[src/rtl/array_tap_ctrl_if.sv]
// array_tap_ctrl_if -- tap-side bundle for the window-position controller.
//   master : drives tapvs/tapde (the video tap) and observes the qualifiers
//   slave  : the controller; receives tapvs/tapde and drives ctlvs, ctlde,
//            col, row, win_valid, edge_l/r/t/b, line_err, frame_err
// With ARRAY_TAP_CTRL_STATS_EN defined the bundle also carries frame_cnt,
// line_err_cnt and frame_err_cnt.
interface array_tap_ctrl_if #(
  parameter int CSIZE = 12,
  parameter int RSIZE = 11
);
  logic             tapvs;
  logic             tapde;
  logic             ctlvs;
  logic             ctlde;
  logic [CSIZE-1:0] col;
  logic [RSIZE-1:0] row;
  logic             win_valid;
  logic             edge_l;
  logic             edge_r;
  logic             edge_t;
  logic             edge_b;
  logic             line_err;
  logic             frame_err;
`ifdef ARRAY_TAP_CTRL_STATS_EN
  logic [15:0]      frame_cnt;
  logic [15:0]      line_err_cnt;
  logic [15:0]      frame_err_cnt;

  modport master (
    output tapvs, tapde,
    input  ctlvs, ctlde, col, row, win_valid, edge_l, edge_r, edge_t, edge_b,
           line_err, frame_err, frame_cnt, line_err_cnt, frame_err_cnt
  );
  modport slave (
    input  tapvs, tapde,
    output ctlvs, ctlde, col, row, win_valid, edge_l, edge_r, edge_t, edge_b,
           line_err, frame_err, frame_cnt, line_err_cnt, frame_err_cnt
  );
`else
  modport master (
    output tapvs, tapde,
    input  ctlvs, ctlde, col, row, win_valid, edge_l, edge_r, edge_t, edge_b,
           line_err, frame_err
  );
  modport slave (
    input  tapvs, tapde,
    output ctlvs, ctlde, col, row, win_valid, edge_l, edge_r, edge_t, edge_b,
           line_err, frame_err
  );
`endif
endinterface

[src/rtl/array_tap_ctrl.sv]
// array_tap_ctrl -- window-centre position tracker for a SIZE x SIZE video tap.
// Follows the tap's aligned vs/de stream, tracks the column/row of the window
// centre, flags full-neighbourhood validity and per-edge borders, and checks
// line/frame geometry against VIDEO_WIDTH x VIDEO_HEIGHT.
// Ports:
//   clock : single clock
//   rst   : asynchronous, active-high reset
//   bus   : array_tap_ctrl_if.slave (tapvs/tapde in; ctlvs, ctlde, col, row,
//           win_valid, edge_l/r/t/b, line_err, frame_err out)
// All outputs are registered, one cycle after tapvs/tapde.
// Optional: define ARRAY_TAP_CTRL_STATS_EN to add frame_cnt, line_err_cnt
// and frame_err_cnt (16-bit) to the bus.
module array_tap_ctrl #(
  parameter int SIZE         = 3,
  parameter int VIDEO_WIDTH  = 1920,
  parameter int VIDEO_HEIGHT = 1080,
  parameter int CSIZE        = 12,
  parameter int RSIZE        = 11
) (
  input  logic            clock,
  input  logic            rst,
  array_tap_ctrl_if.slave bus
);
  localparam int R = (SIZE - 1) / 2;
  localparam logic [CSIZE-1:0] COL_LO   = CSIZE'(R);
  localparam logic [CSIZE-1:0] COL_HI   = CSIZE'(VIDEO_WIDTH - 1 - R);
  localparam logic [CSIZE-1:0] COL_LAST = CSIZE'(VIDEO_WIDTH - 1);
  localparam logic [CSIZE-1:0] COL_MAX  = {CSIZE{1'b1}};
  localparam logic [RSIZE-1:0] ROW_LO   = RSIZE'(R);
  localparam logic [RSIZE-1:0] ROW_HI   = RSIZE'(VIDEO_HEIGHT - 1 - R);
  localparam logic [RSIZE-1:0] ROW_CNT  = RSIZE'(VIDEO_HEIGHT);
  localparam logic [RSIZE-1:0] ROW_MAX  = {RSIZE{1'b1}};

  typedef enum logic [1:0] {IDLE = 2'd0, BLANK = 2'd1, LINE = 2'd2} state_t;

  function automatic logic [CSIZE-1:0] col_sat_inc(input logic [CSIZE-1:0] v);
    return (v == COL_MAX) ? v : v + CSIZE'(1);
  endfunction

  function automatic logic [RSIZE-1:0] row_sat_inc(input logic [RSIZE-1:0] v);
    return (v == ROW_MAX) ? v : v + RSIZE'(1);
  endfunction

  state_t           state_r;
  state_t           state_nxt_s;
  logic             ctlvs_r, ctlde_r;
  logic [CSIZE-1:0] col_r;
  logic [RSIZE-1:0] row_r;
  logic [RSIZE-1:0] line_cnt_r;   // completed lines in the current frame
  logic             win_valid_r, edge_l_r, edge_r_r, edge_t_r, edge_b_r;
  logic             line_err_r, frame_err_r;

  logic             vs_rise_s, active_s, first_s, line_end_s, line_bad_s;
  logic             frame_bad_s;
  logic [CSIZE-1:0] col_nxt_s;
  logic [RSIZE-1:0] row_nxt_s;

  // Next-state and qualifier decode. A vs rise restarts the frame and the
  // de input is then judged as if already in BLANK.
  always_comb begin
    vs_rise_s   = bus.tapvs & ~ctlvs_r;
    active_s    = bus.tapde & (vs_rise_s | (state_r != IDLE));
    first_s     = vs_rise_s | (state_r != LINE);
    col_nxt_s   = first_s ? {CSIZE{1'b0}} : col_sat_inc(col_r);
    row_nxt_s   = vs_rise_s ? {RSIZE{1'b0}} : line_cnt_r;
    line_end_s  = ~vs_rise_s & (state_r == LINE) & ~bus.tapde;
    // A saturated column can never equal the configured width.
    line_bad_s  = (col_r == COL_MAX) | (col_r != COL_LAST);
    frame_bad_s = (state_r != IDLE) & (line_cnt_r != {RSIZE{1'b0}}) &
                  (line_cnt_r != ROW_CNT);
    state_nxt_s = state_r;
    if (vs_rise_s) begin
      state_nxt_s = bus.tapde ? LINE : BLANK;
    end else begin
      case (state_r)
        IDLE:    state_nxt_s = IDLE;
        BLANK:   state_nxt_s = bus.tapde ? LINE : BLANK;
        LINE:    state_nxt_s = bus.tapde ? LINE : BLANK;
        default: state_nxt_s = IDLE;
      endcase
    end
  end

  // FSM, position counters and registered qualifiers.
  always_ff @(posedge clock or posedge rst) begin
    if (rst) begin
      state_r     <= IDLE;
      ctlvs_r     <= 1'b0;
      ctlde_r     <= 1'b0;
      col_r       <= {CSIZE{1'b0}};
      row_r       <= {RSIZE{1'b0}};
      line_cnt_r  <= {RSIZE{1'b0}};
      win_valid_r <= 1'b0;
      edge_l_r    <= 1'b0;
      edge_r_r    <= 1'b0;
      edge_t_r    <= 1'b0;
      edge_b_r    <= 1'b0;
      line_err_r  <= 1'b0;
      frame_err_r <= 1'b0;
    end else begin
      state_r     <= state_nxt_s;
      ctlvs_r     <= bus.tapvs;
      ctlde_r     <= bus.tapde;
      line_err_r  <= line_end_s & line_bad_s;
      frame_err_r <= vs_rise_s & frame_bad_s;
      win_valid_r <= active_s & (col_nxt_s >= COL_LO) & (col_nxt_s <= COL_HI) &
                     (row_nxt_s >= ROW_LO) & (row_nxt_s <= ROW_HI);
      edge_l_r    <= active_s & (col_nxt_s < COL_LO);
      edge_r_r    <= active_s & (col_nxt_s > COL_HI);
      edge_t_r    <= active_s & (row_nxt_s < ROW_LO);
      edge_b_r    <= active_s & (row_nxt_s > ROW_HI);
      if (active_s | vs_rise_s) begin
        col_r <= col_nxt_s;
      end else begin
        col_r <= col_r;
      end
      // row output only moves with a qualified pixel
      if (active_s) begin
        row_r <= row_nxt_s;
      end else begin
        row_r <= row_r;
      end
      if (vs_rise_s) begin
        line_cnt_r <= {RSIZE{1'b0}};
      end else if (line_end_s) begin
        line_cnt_r <= row_sat_inc(line_cnt_r);
      end else begin
        line_cnt_r <= line_cnt_r;
      end
    end
  end

  assign bus.ctlvs     = ctlvs_r;
  assign bus.ctlde     = ctlde_r;
  assign bus.col       = col_r;
  assign bus.row       = row_r;
  assign bus.win_valid = win_valid_r;
  assign bus.edge_l    = edge_l_r;
  assign bus.edge_r    = edge_r_r;
  assign bus.edge_t    = edge_t_r;
  assign bus.edge_b    = edge_b_r;
  assign bus.line_err  = line_err_r;
  assign bus.frame_err = frame_err_r;

`ifdef ARRAY_TAP_CTRL_STATS_EN
  function automatic logic [15:0] sat16_inc(input logic [15:0] v);
    return (v == 16'hFFFF) ? v : v + 16'd1;
  endfunction

  logic [15:0] frame_cnt_r, line_err_cnt_r, frame_err_cnt_r;

  // Event statistics: frame count wraps, error counts saturate.
  always_ff @(posedge clock or posedge rst) begin
    if (rst) begin
      frame_cnt_r     <= 16'd0;
      line_err_cnt_r  <= 16'd0;
      frame_err_cnt_r <= 16'd0;
    end else begin
      frame_cnt_r     <= vs_rise_s ? frame_cnt_r + 16'd1 : frame_cnt_r;
      line_err_cnt_r  <= (line_end_s & line_bad_s) ? sat16_inc(line_err_cnt_r)
                                                   : line_err_cnt_r;
      frame_err_cnt_r <= (vs_rise_s & frame_bad_s) ? sat16_inc(frame_err_cnt_r)
                                                   : frame_err_cnt_r;
    end
  end

  assign bus.frame_cnt     = frame_cnt_r;
  assign bus.line_err_cnt  = line_err_cnt_r;
  assign bus.frame_err_cnt = frame_err_cnt_r;
`endif
endmodule

[src/flat_wrapper.sv]
// flat-port wrapper written by rule: the top's interface ports become plain ports
module array_tap_ctrl_flat 
#(
  parameter int SIZE         = 3,
  parameter int VIDEO_WIDTH  = 1920,
  parameter int VIDEO_HEIGHT = 1080,
  parameter int CSIZE        = 12,
  parameter int RSIZE        = 11
)
  (clock, rst, bus_tapvs, bus_tapde, bus_ctlvs, bus_ctlde, bus_col, bus_row, bus_win_valid, bus_edge_l, bus_edge_r, bus_edge_t, bus_edge_b, bus_line_err, bus_frame_err);
  array_tap_ctrl_if #(.CSIZE(CSIZE), .RSIZE(RSIZE)) bus_i ();
  input  logic clock;
  input  logic rst;
  input wire logic [$bits(bus_i.tapvs)-1:0] bus_tapvs;
  input wire logic [$bits(bus_i.tapde)-1:0] bus_tapde;
  output wire logic [$bits(bus_i.ctlvs)-1:0] bus_ctlvs;
  output wire logic [$bits(bus_i.ctlde)-1:0] bus_ctlde;
  output wire logic [$bits(bus_i.col)-1:0] bus_col;
  output wire logic [$bits(bus_i.row)-1:0] bus_row;
  output wire logic [$bits(bus_i.win_valid)-1:0] bus_win_valid;
  output wire logic [$bits(bus_i.edge_l)-1:0] bus_edge_l;
  output wire logic [$bits(bus_i.edge_r)-1:0] bus_edge_r;
  output wire logic [$bits(bus_i.edge_t)-1:0] bus_edge_t;
  output wire logic [$bits(bus_i.edge_b)-1:0] bus_edge_b;
  output wire logic [$bits(bus_i.line_err)-1:0] bus_line_err;
  output wire logic [$bits(bus_i.frame_err)-1:0] bus_frame_err;
  assign bus_i.tapvs = bus_tapvs;
  assign bus_i.tapde = bus_tapde;
  assign bus_ctlvs = bus_i.ctlvs;
  assign bus_ctlde = bus_i.ctlde;
  assign bus_col = bus_i.col;
  assign bus_row = bus_i.row;
  assign bus_win_valid = bus_i.win_valid;
  assign bus_edge_l = bus_i.edge_l;
  assign bus_edge_r = bus_i.edge_r;
  assign bus_edge_t = bus_i.edge_t;
  assign bus_edge_b = bus_i.edge_b;
  assign bus_line_err = bus_i.line_err;
  assign bus_frame_err = bus_i.frame_err;
  array_tap_ctrl #(.SIZE(SIZE), .VIDEO_WIDTH(VIDEO_WIDTH), .VIDEO_HEIGHT(VIDEO_HEIGHT), .CSIZE(CSIZE), .RSIZE(RSIZE)) u_core (.clock(clock), .rst(rst), .bus(bus_i));
endmodule
[config.mk]
export PLATFORM = sky130hd
export DESIGN_NAME = array_tap_ctrl_flat
export DESIGN_NICKNAME = d
export VERILOG_FILES = /design/src/rtl/array_tap_ctrl_if.sv /design/src/rtl/array_tap_ctrl.sv /design/src/flat_wrapper.sv
export SDC_FILE = /design/constraint.sdc
export NUM_CORES = 1
export LEC_CHECK = 0
export ABC_AREA = 1
export CORE_MARGIN = 2
export CORE_UTILIZATION = 60
export CTS_CLUSTER_SIZE = 12
export DETAILED_ROUTE_END_ITERATION = 12
export DONT_BUFFER_PORTS = 1
export PLACE_DENSITY = 0.85
export SLEW_MARGIN = 20
export SYNTH_ARGS = -nofsm -noshare
export SYNTH_HDL_FRONTEND = slang
export SYNTH_SLANG_ARGS = --single-unit
[constraint.sdc]
create_clock -name clock -period 3 [get_ports clock]
set_clock_uncertainty 0.05 [all_clocks]
set_input_delay 0.15 -clock clock [delete_from_list [all_inputs] [get_ports clock]]
set_output_delay 0.15 -clock clock [all_outputs]
set_load 0.02 [all_outputs]
==> metrics.log, run 1 <==
[metrics] status: finished, final reports clean
[metrics] post-detailed-route via-to-cell ratio: 5.68
[metrics] total die area: 0.00485 mm^2
[metrics] Ys Warns: 0
[metrics] hold-critical path depth: 2
[metrics] TritonCTS clock tree: built
[metrics] first-iteration detailed-routing DRC count: 151
[metrics] net switching power: 0.450 mW
[metrics] post-route cell area: 0.00272 mm^2
[metrics] Adder-Cell Fraction of Synth Area: 0.0242
[metrics] element type at the critical path end: flop
[metrics] post-synthesis sequential element count: 45
[metrics] Setup-failing EPs final: 0
[metrics] Crit path required time: 3.13 ns
[metrics] post-layout net count: 342
[metrics] combinational cell fraction of total power: 0.170
[metrics] Place WS: 0.755 ns
[metrics] Compound-Gate Fraction of Synth Area: 0.122
[metrics] post-route clock period utilization: 0.756
[metrics] area growth from synthesis to final layout: 5.08%
[metrics] Reg power frac: 0.555
[metrics] internal power: 0.889 mW
[metrics] via count: 2,180
[metrics] P per Cell Area: 493 mW/mm^2
[metrics] DR pass1 iterations: 6
[metrics] Fin. Hold Viols: 0
[metrics] Remaining Overflow, GRT: 0
[metrics] Hold Path Class: input pin to flop
[metrics] multiplexer share of the synthesized area: 0
[metrics] synthesized netlist net count: 340
[metrics] number of instances in the placed design: 373
[metrics] Initial Util: 0.632
[metrics] smallest hold slack: 0.0163 ns
[metrics] number of placed I/O pins: 36
[metrics] maximum ir drop on the vdd rail: 0.293 mV
[metrics] remaining antenna violation count after routing: 0
[metrics] total area of multi-input combinational cells: 0.00125 mm^2
[metrics] worst slew margin relative to its limit: 0.398
[metrics] min cycle time layout: 2.27 ns
[metrics] antenna violations before repair: 0
[metrics] pin count of the biggest net entering global routing: 46
[metrics] layout cells sized above 1: 0.126
[metrics] post-placement cell area: 0.00260 mm^2
[metrics] total number of H-tree levels: 2
[metrics] terminating pin of the worst hold path: u_core.state_r[1]$_DFF_PP0_
[metrics] P_leak: 1.26 nW
[metrics] post-synthesis area per instance: 7.81 um^2
[metrics] simple logic cell fraction of the synthesized area: 0.327
[metrics] leading cell types in the layout, fill and taps excluded: 89 x sky130_fd_sc_hd__nand2_1, 45 x sky130_fd_sc_hd__dfrtp_1, 37 x sky130_fd_sc_hd__inv_1, 26 x sky130_fd_sc_hd__nor2_1, 19 x sky130_fd_sc_hd__nand3_1
[metrics] Clock Tree Buf Depth: 2
[metrics] worst r2r dst: u_core.bus.col[1]$_DFFE_PP0P_
[metrics] clock latency of the later-clocked register in the worst-skew pair: 0.30 ns
[metrics] combined global-route utilization of all metal layers: 0.249
[metrics] clock share of power: 0.275
[metrics] unrepaired setup endpoints after global routing: no
[metrics] net switching fraction of the power: 0.336
[metrics] total power: 1.34 mW
[metrics] most common cell after layout, fill and taps aside: sky130_fd_sc_hd__nand2_1
[metrics] Synth Area in XOR/XNOR: 0.0102
[metrics] maximum clock frequency: 441 MHz
[metrics] dpl hpwl: 4140 um
[metrics] startpoint type of the worst setup path: flop
[metrics] total core area: 0.00409 mm^2
[metrics] Die Y: 69.6 um
[metrics] CP Data Arrival Time: 2.40 ns
[metrics] post-route worst setup slack: 0.731 ns
[metrics] horizontal die dimension: 69.6 um
[metrics] final antenna diode count: 0
[metrics] worst setup path class: flop to flop
[metrics] cells on worst reg2reg path: 8
[metrics] utilization after layout: 0.664
[metrics] clock tree root driver cell: sky130_fd_sc_hd__clkbuf_8
[metrics] clock edge transition at the registers on the reported setup and hold paths: 0.09 ns
[metrics] number of buffer cells added on primary ports: 0
[metrics] post-CTS sizing: 0
[metrics] cell row count: 23
[metrics] placer's final routability congestion estimate: 0.946
[metrics] average wire per cell in the routed design: 14.5 um
[metrics] CTS Sinks: 45
[metrics] TNS Setup: 0 ns
[metrics] combinational family with the most area after synthesis: simple AND/OR/NAND/NOR gates
[metrics] Register-to-Register Setup Slack: 0.73 ns
[metrics] first-pass GRT wire length: 9700 um
[metrics] Final Max Slew Viols: 0
[metrics] Post-Synthesis Cells: 331
[metrics] number of buffers inserted during clock tree synthesis: 5
[metrics] CP Max Fanout: 27
[metrics] slew at the pin with the worst max-slew slack: 0.901 ns
[metrics] cell area after technology mapping: 0.00258 mm^2
[metrics] sequential cell area fraction in the yosys report: 0.436
[metrics] count of filler cells inserted in the layout: 339
[metrics] register area: 0.00113 mm^2
[metrics] non-filler instance count after layout: 384
[metrics] Routed WL: 5580 um
[metrics] source of the worst hold timing path: bus_tapde
[metrics] number of maximum-capacitance violations: 0
[metrics] Synth cell types: 38
[metrics] DRC violations left: 0
[metrics] vias in the first global route: 2,036
[metrics] r2r startpoint: u_core.bus.ctlvs$_DFF_PP0_
[power by group through the flow]
stage / logic (mW) / clock network [mW] / registers (mW)
2_1_floorplan: 0.186 / 0 / 0.740
3_3_place_gp: 0.219 / 0 / 0.752
3_5_place_dp: 0.223 / 0 / 0.755
4_1_cts: 0.228 / 0.379 / 0.743
5_1_grt: 0.264 / 0.405 / 0.748
6_report: 0.228 / 0.368 / 0.743
[cell type report]
type	count	area share
clock buffer	5	0.0253
clock inverter	3	0.00645
inverter	43	0.0594
multi-input combinational	235	0.460
sequential	45	0.415
tap	50	0.0230
timing repair buffer	3	0.0111
[worst max-delay path by stage]
stage               slack, ns                        endpoint                          start  cells after the start
floorplan                1.09  u_core.bus.win_valid$_DFF_PP0_  u_core.bus.col[0]$_DFFE_PP0P_                     11
global placement         0.76   u_core.bus.col[1]$_DFFE_PP0P_     u_core.bus.ctlvs$_DFF_PP0_                      8
detailed placement       0.76   u_core.bus.col[1]$_DFFE_PP0P_     u_core.bus.ctlvs$_DFF_PP0_                      8
CTS                      0.74   u_core.bus.col[1]$_DFFE_PP0P_     u_core.bus.ctlvs$_DFF_PP0_                      8
global route             0.51   u_core.bus.col[1]$_DFFE_PP0P_     u_core.bus.ctlvs$_DFF_PP0_                      8
finish                   0.73   u_core.bus.col[1]$_DFFE_PP0P_     u_core.bus.ctlvs$_DFF_PP0_                      8
[flip-flops by register name, indices dropped and copies added, names as in the netlist, 2 cells and up]
name               cells
u_core.state_r         2
u_core.bus.row        11
u_core.bus.col        12
u_core.line_cnt_r     11
[Yosys cell counts]
library cell | number | share of area
sky130_fd_sc_hd__xor2_1 | 2 | 0.0068
sky130_fd_sc_hd__o211ai_1 | 1 | 0.0029
sky130_fd_sc_hd__nand3b_1 | 1 | 0.0029
sky130_fd_sc_hd__nand3_2 | 1 | 0.0039
sky130_fd_sc_hd__nand3_1 | 19 | 0.037
sky130_fd_sc_hd__a21oi_4 | 1 | 0.0063
sky130_fd_sc_hd__nor2_4 | 7 | 0.031
sky130_fd_sc_hd__dfrtp_1 | 45 | 0.44
sky130_fd_sc_hd__or2_1 | 1 | 0.0024
sky130_fd_sc_hd__nand3_4 | 1 | 0.0068
sky130_fd_sc_hd__a21boi_2 | 1 | 0.0044
sky130_fd_sc_hd__clkbuf_1 | 2 | 0.0029
sky130_fd_sc_hd__o21ai_0 | 17 | 0.033
sky130_fd_sc_hd__a31oi_1 | 1 | 0.0024
sky130_fd_sc_hd__xnor2_1 | 1 | 0.0034
sky130_fd_sc_hd__o21ai_2 | 1 | 0.0034
sky130_fd_sc_hd__nor3_2 | 2 | 0.0077
sky130_fd_sc_hd__o21ai_1 | 10 | 0.019
sky130_fd_sc_hd__a21oi_2 | 1 | 0.0034
sky130_fd_sc_hd__o211a_1 | 1 | 0.0039
sky130_fd_sc_hd__nor4_1 | 5 | 0.012
sky130_fd_sc_hd__buf_4 | 2 | 0.0058
sky130_fd_sc_hd__ha_1 | 5 | 0.024
sky130_fd_sc_hd__buf_1 | 1 | 0.0015
sky130_fd_sc_hd__buf_2 | 2 | 0.0039
sky130_fd_sc_hd__a21oi_1 | 10 | 0.019
sky130_fd_sc_hd__o31ai_1 | 7 | 0.020
sky130_fd_sc_hd__nand4_1 | 8 | 0.019
sky130_fd_sc_hd__inv_2 | 5 | 0.0073
sky130_fd_sc_hd__nor2_1 | 26 | 0.038
sky130_fd_sc_hd__nand2_1 | 89 | 0.13
sky130_fd_sc_hd__nand2_2 | 8 | 0.019
sky130_fd_sc_hd__o21a_1 | 1 | 0.0029
sky130_fd_sc_hd__inv_1 | 38 | 0.055
sky130_fd_sc_hd__nand4_2 | 1 | 0.0048
sky130_fd_sc_hd__buf_6 | 1 | 0.0044
sky130_fd_sc_hd__nor3_1 | 2 | 0.0039
sky130_fd_sc_hd__nor2_2 | 4 | 0.0097
[kinds of logic after synthesis]
kind of cell	after synthesis
flops	45
buf+inv	51
fa+ha+maj	5
xor+xnor	3
compound gates	52
simple gates	175
[what timing repair did]
action,4_1_cts,5_1_grt
buffers inserted,0,0
hold buffers,3,0
hold endpoints to repair,48,0
[metal layers]
metal,GRT usage,share of wire
met3,0.0567,0.050
met4,0.0855,0.0084
met2,0.417,0.51
met5,0,0
met1,0.318,0.43
[critical path: stages (launching register included)]
cell	delay, ns
sky130_fd_sc_hd__dfrtp_1	0.48
sky130_fd_sc_hd__nor2_4	0.39
sky130_fd_sc_hd__inv_2	0.23
sky130_fd_sc_hd__a21oi_4	0.27
sky130_fd_sc_hd__inv_2	0.23
sky130_fd_sc_hd__nand2_1	0.17
sky130_fd_sc_hd__inv_2	0.14
sky130_fd_sc_hd__nand2_1	0.10
sky130_fd_sc_hd__o21ai_1	0.08
No activity file was read; power rests on OpenSTA's default activity.
==> run 2: changes to the inputs <==
Clock period 3 ns to 2.2 ns, I/O delays scaled along.
==> run 2 against run 1 <==
  * Critical path depth increased by 3
  * Count of clock-buffer cells in the layout increased by 2
  * Sequential power increased by 34%
  * Die area unchanged
  * Via count increased by 4.0%
  * Sequential share of layout area decreased by 1.7 points
  * Fmax increased by 13%
  * Combinational power increased by 55%
  * Non-clock buffer count increased by 11
  * Highest routed layer unchanged
==> metrics.log, run 2 (synthesized netlist as in run 1, its figures left out) <==
[metrics] status: finished, final reports clean
[metrics] remaining antenna violation count after routing: 0 (unchanged)
[metrics] min cycle time layout: 2.01 ns (-0.262 ns)
[metrics] Clock Tree Buf Depth: 2 (unchanged)
[metrics] number of buffers inserted during clock tree synthesis: 5 (unchanged)
[metrics] number of maximum-capacitance violations: 0 (unchanged)
[metrics] post-layout net count: 353 (+3.2%)
[metrics] DR pass1 iterations: 4 (-2)
[metrics] met2 usage in global routing: 0.458 (+0.0417)
[metrics] Setup-failing EPs final: 0 (unchanged)
[metrics] Final Max Slew Viols: 0 (unchanged)
[metrics] combined global-route utilization of all metal layers: 0.256 (+0.00695)
[metrics] total number of H-tree levels: 2 (unchanged)
[metrics] post-route cell area: 0.00283 mm^2 (+4.1%)
[metrics] via count: 2,268 (+4.0%)
[metrics] post-placement cell area: 0.00266 mm^2 (+2.3%)
[metrics] most common cell after layout, fill and taps aside: sky130_fd_sc_hd__nand2_1
[metrics] antenna violations before repair: 0 (unchanged)
[metrics] Hold Path Class: input pin to flop
[metrics] DRC violations left: 0 (unchanged)
[metrics] total core area: 0.00409 mm^2 (unchanged)
[metrics] clock tree root driver cell: sky130_fd_sc_hd__clkbuf_8
[metrics] first-iteration detailed-routing DRC count: 181 (+20%)
[metrics] startpoint type of the worst setup path: flop
[metrics] Fin. Hold Viols: 0 (unchanged)
[metrics] vias in the first global route: 2,170 (+6.6%)
[metrics] post-route clock period utilization: 0.912 (+0.156)
[metrics] CTS Sinks: 45 (unchanged)
[metrics] number of flip-flops under the largest register name: 12 (unchanged)
[metrics] first-pass GRT wire length: 9950 um (+2.6%)
[metrics] average wire per cell in the routed design: 14.9 um (+2.8%)
[metrics] dpl hpwl: 4200 um (+1.3%)
[metrics] number of placed I/O pins: 36 (unchanged)
[metrics] element type at the critical path end: flop
[metrics] leading cell types in the layout, fill and taps excluded: 89 x sky130_fd_sc_hd__nand2_1, 45 x sky130_fd_sc_hd__dfrtp_1, 37 x sky130_fd_sc_hd__inv_1, 26 x sky130_fd_sc_hd__nor2_1, 19 x sky130_fd_sc_hd__nand3_1
[metrics] horizontal die dimension: 69.6 um (unchanged)
[metrics] clock edge transition at the registers on the reported setup and hold paths: 0.08 ns (about the same)
[metrics] Routed WL: 5900 um (+5.8%)
[metrics] post-detailed-route via-to-cell ratio: 5.74 (+1.1%)
[metrics] peak-usage layer in the global routing report: met2
[metrics] maximum ir drop on the vdd rail: 0.506 mV (+73%)
[metrics] Initial Util: 0.632 (unchanged)
[metrics] TNS Setup: 0 ns (unchanged)
[metrics] total die area: 0.00485 mm^2 (unchanged)
[metrics] M3 GR Usage: 0.0451 (-0.0116)
[metrics] TritonCTS clock tree: built
[metrics] layout cells sized above 1: 0.151 (+0.0250)
[metrics] Remaining Overflow, GRT: 0 (unchanged)
[metrics] cell row count: 23 (unchanged)
[metrics] P_leak: 1.33 nW (+5.7%)
[metrics] area growth from synthesis to final layout: 9.44%
[metrics] pin count of the biggest net entering global routing: 46 (unchanged)
[metrics] GR Layer Usage met1: 0.301 (-0.0169)
[metrics] worst slew margin relative to its limit: 0.395 (-0.00285)
[metrics] slew at the pin with the worst max-slew slack: 0.906 ns (+0.00427 ns)
[metrics] P per Cell Area: 708 mW/mm^2 (+44%)
[metrics] placer's final routability congestion estimate: 0.881 (-6.9%)
[metrics] CP Data Arrival Time: 2.16 ns (-0.24 ns)
[metrics] CP Max Fanout: 8 (-70%)
[metrics] Crit path required time: 2.35 ns (-0.78 ns)
[metrics] maximum clock frequency: 498 MHz (+13%)
[metrics] clock latency of the later-clocked register in the worst-skew pair: 0.30 ns (about the same)
[metrics] final antenna diode count: 0 (unchanged)
[metrics] unrepaired setup endpoints after global routing: no
[metrics] post-CTS sizing: 0 (unchanged)
[metrics] number of buffer cells added on primary ports: 0 (unchanged)
[metrics] worst setup path class: flop to flop
[metrics] Die Y: 69.6 um (unchanged)
[metrics] Register-to-Register Setup Slack: 0.19 ns (-0.54 ns)
-- run 2: cell count changes in the layout (fill, tap and decap cells not counted) --
cell and change:
sky130_fd_sc_hd__clkbuf_8 +1, sky130_fd_sc_hd__buf_4 +11, sky130_fd_sc_hd__clkinvlp_4 -1, sky130_fd_sc_hd__bufinv_16 +1
sky130_fd_sc_hd__clkinv_2 -2, sky130_fd_sc_hd__clkbuf_1 +1
-- run 2: path summary, 6_finish.rpt --
kind	startpoint	to	depth (start not counted)
hold / removal	bus_tapde	u_core.line_cnt_r[5]$_DFFE_PP0P_	3
min in group asynchronous	rst	u_core.bus.col[1]$_DFFE_PP0P_	2
hold reg to reg	u_core.line_cnt_r[10]$_DFFE_PP0P_	u_core.line_cnt_r[10]$_DFFE_PP0P_	2
setup reg to reg	u_core.bus.col[2]$_DFFE_PP0P_	u_core.bus.win_valid$_DFF_PP0_	11
setup / recovery	u_core.bus.col[2]$_DFFE_PP0P_	u_core.bus.win_valid$_DFF_PP0_	11
max in group asynchronous	rst	u_core.line_cnt_r[9]$_DFFE_PP0P_	2
-- run 2: worst max-delay path, stage by stage (launching register included) --
cell                      delay, ns
sky130_fd_sc_hd__dfrtp_1       0.62
sky130_fd_sc_hd__nand2_1       0.14
sky130_fd_sc_hd__nor2_2        0.26
sky130_fd_sc_hd__nand2_1       0.09
sky130_fd_sc_hd__nand2_1       0.08
sky130_fd_sc_hd__nand2_2       0.07
sky130_fd_sc_hd__nor2_1        0.10
sky130_fd_sc_hd__nand4_1       0.09
sky130_fd_sc_hd__nor2_1        0.18
sky130_fd_sc_hd__nand4_2       0.12
sky130_fd_sc_hd__nand2_1       0.08
sky130_fd_sc_hd__nor2_1        0.04
-- run 2: what timing repair did --
item                                   CTS  global route
endpoints found under the hold margin   50             0
hold buffers                             3             0
setup endpoints to repair                0             6
buffers inserted                         0             3
-- run 2: power by group --
part           internal [mW]  leakage (nW)  switching [mW]  total (mW)
sequential             0.898         0.613          0.0997       0.998
clock                  0.370        0.0585           0.281       0.651
combinational          0.112         0.661           0.241       0.353
-- run 2: metal layers --
| metal | up-vias | part of all wire |
|---|---|---|
| li1 | 1098 | - |
| met1 | 1080 | 0.41 |
| met2 | 72 | 0.52 |
| met3 | 18 | 0.044 |
| met4 | 0 | 0.027 |
| met5 | - | 0 |
-- run 2: layout make-up --
class	instances	area [um^2]
Inverter	43	161
Sequential cell	45	1130
Fill cell	342	1260
Multi-Input combinational cell	235	1250
Timing Repair Buffer	14	113
Clock buffer	7	86.3
Clock inverter	1	30.0
Tap cell	50	62.6
-- run 2: through the flow --
stage	total power, mW	hold WS, ns	util	setup WS, ns	std cells
after floorplan	1.26	0.0914	-	0.286	331
after global placement	1.34	0.0915	0.651	0.219	381
after detailed placement	1.35	0.0915	0.651	0.108	381
after CTS	2.00	0.0895	0.686	0.0765	392
after global routing	2.09	0.171	0.692	0.0296	395
final	2.00	0.153	0.692	0.193	395
